`src/rtl/branch_predictor_btb_if.sv`:
```
// Fetch/resolve bundle between the pipeline and the branch predictor.
// The pipeline is the master and the predictor is the slave.
interface branch_predictor_btb_if #(
  parameter int ADDR_W = 32,
  parameter int GHR_W  = 4
);
  logic [ADDR_W-1:0] fetch_pc;
  logic [ADDR_W-1:0] predicted_pc;
  logic              predict_taken;
  logic [GHR_W-1:0]  pred_ghr;
  logic              res_valid;
  logic              res_is_branch;
  logic [ADDR_W-1:0] res_pc;
  logic              res_taken;
  logic [ADDR_W-1:0] res_target;
  logic [ADDR_W-1:0] res_pred_pc;
  logic [GHR_W-1:0]  res_ghr;
  logic              flushbp;
  logic [ADDR_W-1:0] flush_pc;
  logic [15:0]       mispredict_cnt;

  modport master (
    output fetch_pc, res_valid, res_is_branch, res_pc, res_taken,
           res_target, res_pred_pc, res_ghr,
    input  predicted_pc, predict_taken, pred_ghr, flushbp, flush_pc,
           mispredict_cnt
  );

  modport slave (
    input  fetch_pc, res_valid, res_is_branch, res_pc, res_taken,
           res_target, res_pred_pc, res_ghr,
    output predicted_pc, predict_taken, pred_ghr, flushbp, flush_pc,
           mispredict_cnt
  );
endinterface

```
`src/rtl/branch_predictor_btb.sv`:
```
// Direct-mapped BTB with saturating-counter PHT, bimodal or gshare indexed.
// Prediction is combinational from fetch_pc; tables update on resolution.
module branch_predictor_btb #(
  parameter int ADDR_W     = 32,
  parameter int INDEX_BITS = 4,
  parameter int CTR_W      = 2,
  parameter int MODE       = 0,
  parameter int GHR_W      = 4
) (
  input  logic                  clk,
  input  logic                  rst_n,
  branch_predictor_btb_if.slave bp
);

  localparam int ENTRIES = 1 << INDEX_BITS;
  localparam int TAG_W   = ADDR_W - INDEX_BITS - 2;

  localparam logic [CTR_W-1:0]  CTR_WNT  = {1'b0, {(CTR_W-1){1'b1}}};
  localparam logic [CTR_W-1:0]  CTR_WT   = {1'b1, {(CTR_W-1){1'b0}}};
  localparam logic [CTR_W-1:0]  CTR_MAX  = {CTR_W{1'b1}};
  localparam logic [CTR_W-1:0]  CTR_ZERO = {CTR_W{1'b0}};
  localparam logic [CTR_W-1:0]  CTR_ONE  = {{(CTR_W-1){1'b0}}, 1'b1};
  localparam logic [ADDR_W-1:0] PC_INC   = {{(ADDR_W-3){1'b0}}, 3'd4};

  logic              r_valid  [ENTRIES];
  logic [TAG_W-1:0]  r_tag    [ENTRIES];
  logic [ADDR_W-1:0] r_target [ENTRIES];
  logic [CTR_W-1:0]  r_ctr    [ENTRIES];
  logic [GHR_W-1:0]  r_ghr;
  logic              r_flushbp;
  logic [ADDR_W-1:0] r_flush_pc;
  logic [15:0]       r_mis_cnt;

  logic [INDEX_BITS-1:0] w_lk_idx;
  logic [INDEX_BITS-1:0] w_up_idx;
  logic                  w_lk_hit;
  logic                  w_lk_taken;
  logic                  w_up_hit;
  logic [CTR_W-1:0]      w_ctr_cur;
  logic [CTR_W-1:0]      w_ctr_next;
  logic [ADDR_W-1:0]     w_actual_next;
  logic                  w_mispredict;
  logic                  w_br_update;
  logic                  w_unused;

  function automatic logic [INDEX_BITS-1:0] calc_index(
    input logic [ADDR_W-1:0] pc,
    input logic [GHR_W-1:0]  ghr
  );
    logic [INDEX_BITS-1:0] ghr_ext;
    ghr_ext = (MODE == 1) ? INDEX_BITS'(ghr) : {INDEX_BITS{1'b0}};
    return pc[INDEX_BITS+1:2] ^ ghr_ext;
  endfunction

  assign w_lk_idx   = calc_index(bp.fetch_pc, r_ghr);
  assign w_up_idx   = calc_index(bp.res_pc, bp.res_ghr);
  assign w_lk_hit   = r_valid[w_lk_idx] && (r_tag[w_lk_idx] == bp.fetch_pc[ADDR_W-1:INDEX_BITS+2]);
  assign w_lk_taken = w_lk_hit && r_ctr[w_lk_idx][CTR_W-1];
  assign w_up_hit   = r_valid[w_up_idx] && (r_tag[w_up_idx] == bp.res_pc[ADDR_W-1:INDEX_BITS+2]);
  assign w_ctr_cur  = r_ctr[w_up_idx];
  assign w_br_update = bp.res_valid && bp.res_is_branch;

  assign w_actual_next = (bp.res_is_branch && bp.res_taken) ? bp.res_target : (bp.res_pc + PC_INC);
  assign w_mispredict  = bp.res_valid && (bp.res_pred_pc != w_actual_next);

  // Only PC bits [ADDR_W-1:2] take part in indexing and tagging.
  assign w_unused = &{1'b0, bp.fetch_pc[1:0], bp.res_pc[1:0]};

  assign bp.predict_taken  = w_lk_taken;
  assign bp.predicted_pc   = w_lk_taken ? r_target[w_lk_idx] : (bp.fetch_pc + PC_INC);
  assign bp.pred_ghr       = r_ghr;
  assign bp.flushbp        = r_flushbp;
  assign bp.flush_pc       = r_flush_pc;
  assign bp.mispredict_cnt = r_mis_cnt;

  // Saturating next-state of the counter addressed by the resolving branch.
  always_comb begin
    w_ctr_next = w_ctr_cur;
    if (bp.res_taken && (w_ctr_cur != CTR_MAX)) begin
      w_ctr_next = w_ctr_cur + CTR_ONE;
    end else if (!bp.res_taken && (w_ctr_cur != CTR_ZERO)) begin
      w_ctr_next = w_ctr_cur - CTR_ONE;
    end else begin
      w_ctr_next = w_ctr_cur;
    end
  end

  // BTB/PHT storage: train on hit, allocate on taken miss.
  always_ff @(posedge clk or negedge rst_n) begin
    if (!rst_n) begin
      for (int i = 0; i < ENTRIES; i++) begin
        r_valid[i]  <= 1'b0;
        r_tag[i]    <= {TAG_W{1'b0}};
        r_target[i] <= {ADDR_W{1'b0}};
        r_ctr[i]    <= CTR_WNT;
      end
    end else if (w_br_update) begin
      if (w_up_hit) begin
        r_ctr[w_up_idx] <= w_ctr_next;
        if (bp.res_taken) begin
          r_target[w_up_idx] <= bp.res_target;
        end
      end else if (bp.res_taken) begin
        r_valid[w_up_idx]  <= 1'b1;
        r_tag[w_up_idx]    <= bp.res_pc[ADDR_W-1:INDEX_BITS+2];
        r_target[w_up_idx] <= bp.res_target;
        r_ctr[w_up_idx]    <= CTR_WT;
      end
    end
  end

  // Global history; in bimodal mode it simply stays at zero.
  always_ff @(posedge clk or negedge rst_n) begin
    if (!rst_n) begin
      r_ghr <= {GHR_W{1'b0}};
    end else if ((MODE == 1) && w_br_update) begin
      r_ghr <= GHR_W'({r_ghr, bp.res_taken});
    end
  end

  // One-cycle flush pulse, corrected PC and wrapping mispredict count.
  always_ff @(posedge clk or negedge rst_n) begin
    if (!rst_n) begin
      r_flushbp  <= 1'b0;
      r_flush_pc <= {ADDR_W{1'b0}};
      r_mis_cnt  <= 16'd0;
    end else begin
      r_flushbp <= w_mispredict;
      if (w_mispredict) begin
        r_flush_pc <= w_actual_next;
        r_mis_cnt  <= r_mis_cnt + 16'd1;
      end
    end
  end

endmodule
```
`src/flat_wrapper.sv`:
```
// flat-port wrapper written by rule: the top's interface ports become plain ports
module branch_predictor_btb_flat 
#(
  parameter int ADDR_W     = 32,
  parameter int INDEX_BITS = 4,
  parameter int CTR_W      = 2,
  parameter int MODE       = 0,
  parameter int GHR_W      = 4
)
  (clk, rst_n, bp_fetch_pc, bp_res_valid, bp_res_is_branch, bp_res_pc, bp_res_taken, bp_res_target, bp_res_pred_pc, bp_res_ghr, bp_predicted_pc, bp_predict_taken, bp_pred_ghr, bp_flushbp, bp_flush_pc, bp_mispredict_cnt);
  branch_predictor_btb_if #(.ADDR_W(ADDR_W), .GHR_W(GHR_W)) bp_i ();
  input  logic clk;
  input  logic rst_n;
  input wire logic [$bits(bp_i.fetch_pc)-1:0] bp_fetch_pc;
  input wire logic [$bits(bp_i.res_valid)-1:0] bp_res_valid;
  input wire logic [$bits(bp_i.res_is_branch)-1:0] bp_res_is_branch;
  input wire logic [$bits(bp_i.res_pc)-1:0] bp_res_pc;
  input wire logic [$bits(bp_i.res_taken)-1:0] bp_res_taken;
  input wire logic [$bits(bp_i.res_target)-1:0] bp_res_target;
  input wire logic [$bits(bp_i.res_pred_pc)-1:0] bp_res_pred_pc;
  input wire logic [$bits(bp_i.res_ghr)-1:0] bp_res_ghr;
  output wire logic [$bits(bp_i.predicted_pc)-1:0] bp_predicted_pc;
  output wire logic [$bits(bp_i.predict_taken)-1:0] bp_predict_taken;
  output wire logic [$bits(bp_i.pred_ghr)-1:0] bp_pred_ghr;
  output wire logic [$bits(bp_i.flushbp)-1:0] bp_flushbp;
  output wire logic [$bits(bp_i.flush_pc)-1:0] bp_flush_pc;
  output wire logic [$bits(bp_i.mispredict_cnt)-1:0] bp_mispredict_cnt;
  assign bp_i.fetch_pc = bp_fetch_pc;
  assign bp_i.res_valid = bp_res_valid;
  assign bp_i.res_is_branch = bp_res_is_branch;
  assign bp_i.res_pc = bp_res_pc;
  assign bp_i.res_taken = bp_res_taken;
  assign bp_i.res_target = bp_res_target;
  assign bp_i.res_pred_pc = bp_res_pred_pc;
  assign bp_i.res_ghr = bp_res_ghr;
  assign bp_predicted_pc = bp_i.predicted_pc;
  assign bp_predict_taken = bp_i.predict_taken;
  assign bp_pred_ghr = bp_i.pred_ghr;
  assign bp_flushbp = bp_i.flushbp;
  assign bp_flush_pc = bp_i.flush_pc;
  assign bp_mispredict_cnt = bp_i.mispredict_cnt;
  branch_predictor_btb #(.ADDR_W(ADDR_W), .INDEX_BITS(INDEX_BITS), .CTR_W(CTR_W), .MODE(MODE), .GHR_W(GHR_W)) u_core (.clk(clk), .rst_n(rst_n), .bp(bp_i));
endmodule
```
`config.mk`:
```
export PLATFORM = sky130hd
export DESIGN_NAME = branch_predictor_btb_flat
export DESIGN_NICKNAME = d
export VERILOG_FILES = /design/src/rtl/branch_predictor_btb_if.sv /design/src/rtl/branch_predictor_btb.sv /design/src/flat_wrapper.sv
export SDC_FILE = /design/constraint.sdc
export NUM_CORES = 2
export LEC_CHECK = 0
export CAP_MARGIN = 30
export CELL_PAD_IN_SITES_DETAIL_PLACEMENT = 1
export CELL_PAD_IN_SITES_GLOBAL_PLACEMENT = 1
export CORE_MARGIN = 2
export CORE_UTILIZATION = 47
export DETAILED_ROUTE_END_ITERATION = 10
export GPL_ROUTABILITY_DRIVEN = 0
export MAX_ROUTING_LAYER = met4
export PLACE_DENSITY_LB_ADDON = 0.12
export RECOVER_POWER = 25
export SLEW_MARGIN = 10
export SYNTH_ARGS = -nofsm -noshare
export SYNTH_HDL_FRONTEND = slang
export SYNTH_SLANG_ARGS = --single-unit
```
`constraint.sdc`:
```
create_clock -name clk -period 5.5 [get_ports clk]
set_clock_uncertainty 0.15 [all_clocks]
set_input_delay 1.1 -clock clk [delete_from_list [all_inputs] [get_ports clk]]
set_output_delay 1.1 -clock clk [all_outputs]
set_load 0.02 [all_outputs]
```
### After elaboration in Yosys (flattened, before gate mapping)

Cells that the tools add are included.

| cells by class | value |
|---|---|
| $add $sub $neg | 5 |
| order comparisons | 3 |
| equal/unequal tests | 4 |
| muxes and demuxes | 38 |
| bitwise logic cells | 7 |
| reduce and logical (&&, ||, !) cells | 15 |

Operators by type and width:

| cell | number |
|---|---|
| $bwmux 512 | 1 |
| $bwmux 416 | 1 |
| $mux 32 | 7 |
| $bmux 26 s4 | 2 |
| $mux 26 | 5 |
| $bmux 32 s4 | 1 |
| $demux 32 s4 | 1 |
| $demux 26 s4 | 1 |
| $add 32x3->32 const B | 2 |
| $eq 26x26->1 | 2 |
| $bwmux 32 | 1 |
| $ne 32x32->1 | 1 |
| $or 16x16->16 | 2 |
| $add 16x1->16 const B | 1 |
| $and 16x16->16 | 1 |
| $bmux 2 s4 | 2 |
| $not 16->16 | 1 |
| $mux 2 | 7 |
| $ge 5x5->1 const B | 2 |
| $not 4->5 | 2 |
| $logic_and 1x1->1 | 9 |
| $bmux 1 s4 | 2 |
| $demux 2 s4 | 1 |
| $lt 5x1->1 const B | 1 |
| other kinds (10) | 16 |

| storage, ports and cells | value |
|---|---|
| register bits | 1,025 |
| bits of input ports | 137 |
| output and inout port bits | 86 |
| word-level logic and storage cells | 139 |

### Logic depth before layout (Yosys ltp)

| logic depth | value |
|---|---|
| word-level depth | 10 |
| depth in mapped cells | 19 |
| depth with buffers taken out | 11 |

### Worst setup path after synthesis

Ideal clock, no wire load.

| path | value |
|---|---|
| kind | input to output |
| from | input bp_fetch_pc[2] |
| to | output bp_predicted_pc[0] |
| arrival | 4.634 ns |
| required time | 4.250 ns |
| slack | -0.384 ns |
| stages on the path | 10 |
| path buffers | 7 |
| cells stage by stage | buf_2 > buf_2 > buf_2 > buf_2 > clkbuf_1 > clkbuf_1 > buf_1 > mux4_2 > mux4_2 > mux2_2 |

| on the way | value |
|---|---|
| word-level cells in the longest chain between the ends | 8 |
| elaborated cells on any way between the ends | 17 |
| those cells by class | eq/ne (1); mux (13); bitwise (1); reduce/logical (2) |

RTL lines:

| element | RTL line | source |
|---|---|---|
| start: declaration | flat_wrapper.sv:14 | `input wire logic [$bits(bp_i.fetch_pc)-1:0] bp_fetch_pc;` |
| $not 4->5 (not written as such) * | branch_predictor_btb.sv:57, branch_predictor_btb.sv:58, branch_predictor_btb.sv:70 |  |
| $bmux 26 s4 | branch_predictor_btb.sv:57 | `assign w_lk_hit = r_valid[w_lk_idx] && (r_tag[w_lk_idx] == bp.fetch_pc[ADDR_W-1:INDEX_BITS+2]);` |
| $mux 26 (not written as such) (2 in series) | branch_predictor_btb.sv:57 |  |
| $eq 26x26->1 | branch_predictor_btb.sv:57 |  |
| $logic_and 1x1->1 | branch_predictor_btb.sv:57 |  |
| $logic_and 1x1->1 | branch_predictor_btb.sv:58 | `assign w_lk_taken = w_lk_hit && r_ctr[w_lk_idx][CTR_W-1];` |
| $mux 32 * | branch_predictor_btb.sv:70 | `assign bp.predicted_pc = w_lk_taken ? r_target[w_lk_idx] : (bp.fetch_pc + PC_INC);` |
| end: declaration | flat_wrapper.sv:22 | `output wire logic [$bits(bp_i.predicted_pc)-1:0] bp_predicted_pc;` |

Mark *: on every way between the ends. The rest lies on a longest branch, timed or not. The select of a mux whose other input is x is not followed.

### Worst setup path in the final report

| path | value |
|---|---|
| from | input bp_fetch_pc[2] |
| to | output bp_predicted_pc[12] |

| on the way | value |
|---|---|
| word-level cells in the longest chain between the ends | 8 |
| elaborated cells on any way between the ends | 18 |
| those cells by class | add/sub (1); eq/ne (1); mux (13); bitwise (1); reduce/logical (2) |

RTL lines:

| element | RTL line |
|---|---|
| $not 4->5 (not written as such) | branch_predictor_btb.sv:57, branch_predictor_btb.sv:58, branch_predictor_btb.sv:70 |
| $bmux 26 s4 | branch_predictor_btb.sv:57 |
| $mux 26 (not written as such) (2 in series) | branch_predictor_btb.sv:57 |
| $eq 26x26->1 | branch_predictor_btb.sv:57 |
| $logic_and 1x1->1 | branch_predictor_btb.sv:57 |
| $logic_and 1x1->1 | branch_predictor_btb.sv:58 |
| $mux 32 * | branch_predictor_btb.sv:70 |

Marked as above.

==> impl_metrics.yaml <==
pwr:
  power_mw: 21.6
  p_leak_nw: 29.1
  max-vdd-ir-drop_mv: 0.280
  power_density_nw_per_um2: 331
  p_comb_share_pct: 18.9
  power_frac_seq_pct: 43.1
  p_int_mw: 15.5
  power_switching_mw: 6.06
  swShare_pct: 28.1
  pwr-share-clk_pct: 38.0
route:
  ant_nets: 0
  viasPerCell: 6.39
  routedWlPerCell_um: 32.2
  dr.pass1.iters: 5
  wirelength_um: 194000
  num_vias: 38500
  drtIter0Drc: 3311
  drc: 0
placement:
  place_inst: 5767
  portBuffers: 214
  place_ws_ns: -0.992
  placed_area_um2: 60500
  dp_hpwl_um: 128000
sta:
  fmax_mhz: 169
  grt_setup_unrepaired: "yes"
  hold_viol_final: 0
  max-slew-margin-rel_pct: -97.7
  post-route-min-period_ns: 5.90
  worstMarginPinSlew_ns: 2.97
  hold_ws_ns: 0.323
  setup_viol: 32
  totalNegativeSetupSlack_ns: -9.81
  fin_ws_ns: -0.403
  timing.final.crit_share_pct: 107
  maxSlewViolCount: 598
setup_path:
  cp_max_fo: 7
  worstPathArrival_ns: 4.65
  path_class: "in -> out"
  cp-startpoint: "bp_fetch_pc[2]"
  critPathRequiredTime_ns: 4.25
  timing.rr.start: "u_core.r_tag[271]"
  r2r_cells: 10
  end_kind: "output pin"
  crit_path_start_kind: "primary input"
yosys:
  syn_area_um2: 55100
  synth-main-ff-cell: "dfrtp_1"
  avgSynthCellArea_um2: 13.5
  synth_area_leader_cell: "dfrtp_1"
  synthArstFlopShare_pct: 100
  synth-edff-count: 0
  ys_warn_count: 4
  synth_seq_cells: 1025
  synth_top_area_share_pct: 45.8
  synthTopCellsByArea: "dfrtp_1 (46%), mux2_2 (17%), mux4_2 (14%)"
  ys_seq_area_share_pct: 46.6
  synth_cell_types: 93
  synthesis.instances: 4091
floorplanning:
  rows: 125
  initial_core_util_pct: 47.4
  die_area_um2: 120000
  die_h_um: 346
  die_w_um: 346
  core_area_um2: 116000
  ios: 223
grt:
  grt_pass1_wl_um: 286000
  met3_usage_pct: 5.48
  antenna_found_initial: 10
  grt_util_met2_pct: 51.6
  grt_pass1_vias: 40400
  grt_usage_pct: 33.3
  grt_max_degree: 112
  met1_usage_pct: 44.7
  grt_busiest_layer: "met2"
  grt-ovfl-total: 0
clocking:
  cts_max_path_buffers: 3
  cts_tree: "yes"
  cts.clk_slew.worst_paths_ns: 0.06
  cts-root-buf: "clkbuf_16"
  htree_levels: 3
  cts_made_buffers: 114
  clock_sinks: 1025
  ctsHoldBuffers: 0
  clock_latency_ns: 0.74
run:
  cap_violations: 8
min_path:
  worstHoldPathType: "reg -> reg"
  hold_depth: 2
  worstHoldStart: "u_core.r_target[2]"
layout:
  postLayoutCellArea_um2: 65200
  utilization_pct: 56.1
  final_layout_size_suffix_gt1_share_pct: 43.1
  finalNonFillerCells: 6019
  nets: 4541
  area_delta_synth_final_pct: 18.4
status:
  failed_checks: "max-capacitance violations, max-slew violations, negative setup slack"
  status: "complete, but fails checks"
[synthesized netlist by cell type, drive strengths merged, types with 7 or more instances]
library cell  instances
dfrtp              1009
mux2                901
mux4                359
nand2               285
clkbuf              214
buf                 184
o21ai               149
mux2i               108
xnor2                91
nor2                 72
nand3                47
a21oi                45
inv                  44
xor2                 44
a31oi                40
nand2b               37
nand4                34
and2                 33
a41oi                31
nor3                 27
a22oi                25
a221oi               22
nor2b                20
and4                 19
nor4                 19
or2                  19
a211oi               18
and3                 18
dfstp                16
o31ai                16
or3                  13
o22ai                12
o311ai               12
nor4b                10
o211ai                9
ha                    8
or4                   8
a21boi                7
[cell families after synthesis]
| logic type | count (synthesis) | share of synthesized area [%] |
|---|---|---|
| xor+xnor | 136 | 2.19 |
| simple gates | 678 | 6.23 |
| flops | 1025 | 46.6 |
| compound gates | 430 | 5.61 |
| other cells | 1 | 0.00680 |
| fa+ha+maj | 8 | 0.182 |
| mux | 1368 | 35.3 |
| buf+inv | 445 | 3.92 |
[critical path, cell delays in order]
cell,delay [ns]
buf_16,0.12
buf_12,0.15
buf_8,0.13
mux4_2,0.50
mux4_2,0.54
xnor2_2,0.21
nand4_1,0.13
or4b_4,0.51
nor4_4,0.18
clkbuf_16,0.18
buf_12,0.13
buf_8,0.14
buf_6,0.10
buf_6,0.08
mux2_4,0.29
buf_6,0.13
[power groups by stage]
stage          Combinational, mW  Clock, mW  Sequential, mW
6_report                    4.09       8.19            9.30
5_1_grt                     4.36       8.63            9.42
2_1_floorplan               2.53          0            9.19
3_3_place_gp                3.90          0            9.33
4_1_cts                     4.06       8.33            9.27
3_5_place_dp                4.01          0            9.39
[final timing paths]
| path | endpoint | slack [ns] |
|---|---|---|
| worst max register to register | u_core.r_tag[354] | 1.54 |
| worst min register to register | u_core.r_target[2] | 0.32 |
| min in group asynchronous | u_core.r_target[329] | 1.06 |
| max in group asynchronous | u_core.r_target[25] | 0.57 |
| worst max-delay path | bp_predicted_pc[12] | -0.40 |
| worst min-delay path | u_core.r_target[2] | 0.32 |
[routing by layer]
| metal | up-vias | wire length [um] |
|---|---|---|
| li1 | 15900 | - |
| met1 | 20800 | 82000 |
| met2 | 1391 | 91800 |
| met3 | 338 | 12800 |
| met4 | 0 | 7400 |
| met5 | - | 0 |
[repair_timing]
item | in CTS | in global routing
pin swaps | 3 | 3
cloned | 3 | 1
gates resized for setup | 176 | 101
endpoints found under the setup margin | 33 | 33
setup buffers | 22 | 14
[sequential cells by signal, summed over array words and instances (netlist names)]
signal and count:
u_core.bp.flushbp 1, u_core.bp.mispredict_cnt 16, u_core.r_valid 16, u_core.r_ctr 32
u_core.r_target 512, u_core.r_tag 416, u_core.bp.flush_pc 32
[layout by cell type (no fill, tap or decap), types with 44 or more instances in the layout]
cell / n
dfrtp_1: 1009
mux2_2: 824
mux4_2: 347
buf_4: 287
nand2_1: 271
clkdlybuf4s50_1: 172
o21ai_0: 149
clkbuf_16: 116
mux2i_1: 104
xnor2_1: 84
nor2_1: 71
mux2_4: 58
buf_6: 53
buf_12: 53
nand3_1: 45
xor2_1: 44
[layout make-up]
type	instances	area, um2
fillers	11200	51000
multi-input cells	2624	27600
flip-flops and latches	1025	25700
repair buffers	586	5790
clock buffers	168	3420
well taps	1524	1910
clock inverters	44	649
inverters	45	169
diodes	3	7.51
(Power assumes the default switching activity.)
